`src/rtl/value_refill.sv`:
```
// Bitstream refill for an arithmetic decoder: keeps a VALUE_W-bit window and merges bytes on demand.
// Optional bypass lookahead lanes are enabled by defining VALUE_REFILL_LOOKAHEAD_EN.
module value_refill #(
    parameter int VALUE_W    = 17,
    parameter int MAX_SHIFT  = 7,
    parameter int EP_LANES   = 4,
    parameter int INIT_BYTES = 2,
    parameter int SHIFT_W    = $clog2(MAX_SHIFT + 1)
) (
    input  logic                          clk,
    input  logic                          rst,
    input  logic                          start,
    input  logic [7:0]                    byte_data,
    input  logic                          byte_valid,
    output logic                          byte_ready,
    input  logic                          shift_valid,
    input  logic [SHIFT_W-1:0]            shift_amt,
    output logic                          shift_ready,
    output logic [VALUE_W-1:0]            value,
    output logic [3:0]                    bits_needed,
    output logic                          value_valid,
    output logic [EP_LANES*VALUE_W-1:0]   ep_value,
    output logic [EP_LANES-1:0]           ep_ok
);

    localparam int CNT_W = $clog2(INIT_BYTES + 1);

    typedef enum logic [1:0] {S_IDLE, S_INIT, S_RUN, S_STALL} state_t;

    state_t              state_q, state_d;
    logic [VALUE_W-1:0]  value_q, value_d;
    logic signed [3:0]   bits_q, bits_d;
    logic [CNT_W-1:0]    cnt_q, cnt_d;
    int                  n_int;
    logic [VALUE_W-1:0]  byte_sh;

    always_ff @(posedge clk or posedge rst) begin
        if (rst) begin
            state_q <= S_IDLE;
            value_q <= '0;
            bits_q  <= -4'sd8;
            cnt_q   <= '0;
        end else begin
            state_q <= state_d;
            value_q <= value_d;
            bits_q  <= bits_d;
            cnt_q   <= cnt_d;
        end
    end

    always_comb begin
        state_d     = state_q;
        value_d     = value_q;
        bits_d      = bits_q;
        cnt_d       = cnt_q;
        shift_ready = 1'b0;
        byte_ready  = 1'b0;
        n_int       = int'(bits_q) + int'(shift_amt);
        byte_sh     = VALUE_W'({{VALUE_W{1'b0}}, byte_data} << n_int[2:0]);

        if (start) begin
            state_d = S_INIT;
            value_d = '0;
            bits_d  = -4'sd8;
            cnt_d   = '0;
        end else begin
            case (state_q)
                S_INIT: begin
                    byte_ready = 1'b1;
                    if (byte_valid) begin
                        value_d = VALUE_W'({value_q, byte_data});
                        cnt_d   = cnt_q + 1'b1;
                        if (int'(cnt_q) + 1 == INIT_BYTES)
                            state_d = S_RUN;
                    end
                end
                S_RUN, S_STALL: begin
                    if (shift_valid) begin
                        if (n_int < 0) begin
                            shift_ready = 1'b1;
                            value_d     = value_q << shift_amt;
                            bits_d      = 4'(n_int);
                            state_d     = S_RUN;
                        end else if (byte_valid) begin
                            // Shift and byte merge complete in the same cycle.
                            shift_ready = 1'b1;
                            byte_ready  = 1'b1;
                            value_d     = (value_q << shift_amt) + byte_sh;
                            bits_d      = 4'(n_int - 8);
                            state_d     = S_RUN;
                        end else begin
                            state_d = S_STALL;
                        end
                    end
                end
                default: ;
            endcase
        end
    end

    assign value       = value_q;
    assign bits_needed = bits_q;
    assign value_valid = (state_q == S_RUN);

`ifdef VALUE_REFILL_LOOKAHEAD_EN
    for (genvar k = 0; k < EP_LANES; k++) begin : g_lane
        logic signed [5:0]  pos;
        logic [VALUE_W-1:0] lane_byte;

        assign pos       = 6'(bits_q) + 6'(k + 1);
        assign lane_byte = VALUE_W'({{VALUE_W{1'b0}}, byte_data} << pos[3:0]);
        assign ep_value[k*VALUE_W +: VALUE_W] =
            VALUE_W'(value_q << (k + 1)) + ((pos >= 0) ? lane_byte : '0);
        // A lane that would need a second byte is never valid.
        assign ep_ok[k] = value_valid & ((pos < 0) | byte_valid) & (pos < 6'sd8);
    end
`else
    assign ep_value = '0;
    assign ep_ok    = '0;
`endif

    always_ff @(posedge clk) begin
        if (!rst && shift_valid && (state_q == S_RUN || state_q == S_STALL))
            assert (int'(shift_amt) <= MAX_SHIFT);
    end

endmodule

```
`config.mk`:
```
export PLATFORM = sky130hd
export DESIGN_NAME = value_refill
export DESIGN_NICKNAME = d
export VERILOG_FILES = /design/src/rtl/value_refill.sv
export SDC_FILE = /design/constraint.sdc
export NUM_CORES = 1
export LEC_CHECK = 0
export CAP_MARGIN = 20
export CELL_PAD_IN_SITES_DETAIL_PLACEMENT = 0
export CELL_PAD_IN_SITES_GLOBAL_PLACEMENT = 2
export CORE_ASPECT_RATIO = 1.75
export CORE_MARGIN = 4
export CORE_UTILIZATION = 27
export CTS_CLUSTER_DIAMETER = 30
export DETAILED_ROUTE_END_ITERATION = 6
export PLACE_DENSITY_LB_ADDON = 0.1
export SKIP_CTS_REPAIR_TIMING = 1
export SLEW_MARGIN = 30
export SYNTH_ARGS = -nofsm -noshare
export SYNTH_HDL_FRONTEND = slang
export SYNTH_SLANG_ARGS = --single-unit
```
`constraint.sdc`:
```
create_clock -name clk -period 4.9 [get_ports clk]
set_input_delay 0.98 -clock clk [delete_from_list [all_inputs] [get_ports clk]]
set_output_delay 0.98 -clock clk [all_outputs]
set_load 0.02 [all_outputs]
```
==> flow_summary.json <==
{
  "synth_cell_types": 65,
  "clk_pin_slew_worst_paths_ns": 0.08,
  "critical_path.top_delay_family": "buffers and inverters",
  "fmax_ghz": 0.2241,
  "slowest_delay_ns": 0.56,
  "overflow": 0,
  "placed_cell_area_um2": 4431,
  "synth_seq_area_share_pct": 16.53,
  "grt_pass1_wl_mm": 20.76,
  "start_util_pct": 27.41,
  "relSlewSlack_pct": 46.22,
  "worstSkewPairLatency_ns": 0.28,
  "finClkSkew_ns": 0.003367,
  "dp_slack_ns": -0.1535,
  "nets": 588,
  "final_area_um2": 4532,
  "synth.top_cell.area_share_pct": 15.84,
  "layout-drive-gt1-share_pct": 16.18,
  "hold_start": "cnt_q[1]",
  "syn_inst": 476,
  "first_iter_violations": 200,
  "setup_viol": 0,
  "vias": 3594,
  "drc_errors": 0,
  "syn_to_final_growth_pct": 19.50,
  "core_area_um2": 13840,
  "rr_worst_depth": 18,
  "dp_hpwl_mm": 11.15,
  "reg2reg_from": "bits_needed[0]",
  "async_flop_share_pct": 100.0,
  "dr.pass1.iters": 4,
  "dieArea_um2": 16080,
  "ys.flop_type": "dfrtp_1",
  "worstPathArrival_ns": 4.61,
  "synth_edf_count": 0,
  "whs_ns": 0.5371,
  "power.leakage_nw": 2.116,
  "final_util_pct": 32.75,
  "final_cell_mix": "conb_1 (72), buf_4 (55), nand2_1 (54)",
  "worstPathMaxFanout": 5,
  "ys.warnings.count": 0,
  "io_buffers": 39,
  "stdcell_count": 727,
  "gr-usage-all-layers_pct": 16.67,
  "ys_ff_latch": 25,
  "r2r_slack_ns": 1.02,
  "setup_ws_ns": 0.4379,
  "numCtsBuffers": 3,
  "htreeDepth": 1,
  "setup_tns_ns": 0,
  "grt_max_degree": 26,
  "cts_sinks": 25,
  "die_width_um": 97.59,
  "power_density_nw_per_um2": 254.7,
  "cp_slowest_cell": "fa_1",
  "crit_path_end_kind": "flop",
  "drt_wl_total_mm": 13.61,
  "grt_pass1_vias": 3691,
  "wire_per_inst_um": 18.72,
  "worst_pin_slew_ns": 0.8067,
  "ioPinCount": 112,
  "hold_viol": 0,
  "worstPathRequired_ns": 5.05,
  "antenna_cells": 0,
  "die_h_um": 164.8,
  "vias_per_cell": 4.944,
  "status": "finished clean",
  "syn_area_per_cell_um2": 7.967,
  "hold-path-endpoint": "cnt_q[1]",
  "rsz0062_at_grt": "no",
  "cpMostUsedCell": "buf_4",
  "power_mw": 1.154,
  "critPathLaunchType": "input pin",
  "syn_area_um2": 3792,
  "drtAntennaViolNets": 0,
  "holdPathStages": 2,
  "r2r-end": "value[16]",
  "final_common_cell": "conb_1",
  "cts-root-buf": "clkbuf_16",
  "period_share_pct": 91.06,
  "vdd_drop_max_v": 0.0001250,
  "finalMaxSlewViolations": 0,
  "hold_path.class": "reg -> reg",
  "path_buf_inv": 7,
  "fillers": 1538,
  "min_period_ns": 4.462,
  "gp_congestion": 0.8184,
  "synth.largest_area_cell": "dfrtp_1",
  "row_count": 57,
  "cts_tree": "yes",
  "timing.max_cap.violations": 0,
  "antenna_found_initial": 0,
  "synth.area.top_cells": "dfrtp_1 (16%), buf_4 (14%), ha_1 (6.3%)",
  "path_class": "in -> reg",
  "cts_max_path_buffers": 2,
  "dp_cells": 723,
  "path_cells": "clkdlybuf4s50_1 -> fa_1 -> buf_4 -> buf_4 -> inv_1 -> nand3_1 -> nor2_1 -> ha_1 -> inv_1 -> fa_1 -> nand2b_1 -> a21oi_2 -> nor3_1 -> buf_4 -> buf_4 -> o31a_1 -> o2111ai_1 -> nand4_1"
}
## worst max-delay path by stage
stage / start / end / depth (start not counted)
2_1_floorplan: shift_amt[0] / value[14] / 14
3_3_place_gp: shift_amt[0] / value[12] / 18
3_5_place_dp: shift_amt[0] / value[12] / 18
4_1_cts: shift_amt[0] / value[12] / 18
5_1_grt: shift_amt[1] / value[16] / 18
6_report: shift_amt[1] / value[16] / 18
## report_power, final
group | total (mW) | internal (mW) | switching, mW
Sequential | 0.271 | 0.229 | 0.0423
Combinational | 0.679 | 0.288 | 0.390
Clock | 0.205 | 0.112 | 0.0931
Total | 1.15 | 0.629 | 0.526
## worst reg2reg max path, delay by kind of cell, from the launching register on
kind,cells,cell delay [ns]
flip-flops,1,0.41
AO/OA/AOI/OAI,3,0.71
buffers and inverters,6,0.75
adder cells (fa/ha/maj),4,1.30
AND/OR/NAND/NOR,5,0.58
## synth_stat cells, drive strengths merged, types with 5 or more instances
| cell type | number |
|---|---|
| a211oi | 7 |
| o21ai | 28 |
| nor2 | 37 |
| mux4 | 13 |
| nand3 | 13 |
| nand2b | 5 |
| clkbuf | 8 |
| a21o | 10 |
| nor3 | 11 |
| a21oi | 30 |
| a22o | 8 |
| o211ai | 8 |
| buf | 87 |
| dfrtp | 24 |
| mux2i | 13 |
| mux2 | 8 |
| nand2 | 55 |
| xnor2 | 5 |
| ha | 19 |
| xor2 | 5 |
| nor2b | 5 |
| inv | 18 |
| a31oi | 7 |
## cells by family (layout without fill, tap and decap cells)
group           Yosys count  in the layout  share of synthesized area (%)
simple gates            147            147                          17.82
compound gates          125            125                          22.60
buf+inv                 113            116                          19.00
mux                      34             34                          14.32
flops                    25             25                          16.53
fa+ha+maj                21             21                          7.324
xor+xnor                 10             10                          2.309
other cells               1             72                        0.09888
## routing by layer
layer	share of wire, %	track usage (%)	up-vias
met1	36	17.85	1731
met3	5.0	1.902	6
li1	-	-	1738
met5	0	0	-
met4	0.62	2.836	0
met2	58	34.63	119
## state kept, by name (all words and copies together) (netlist names)
signal / flops
cnt_q: 2
bits_needed: 4
value: 17
state_q: 2
## area by class of cell
cell class	instances	area, um^2	share of cell area, %
multi-input combinational	409	2728	60.19
timing repair buffer	94	805.8	17.78
sequential	25	626.9	13.83
tap	177	221.5	4.887
clock buffer	3	75.07	1.657
inverter	18	67.56	1.491
clock inverter	1	7.507	0.1657
Note: power is estimated with default switching activity, not from simulation.
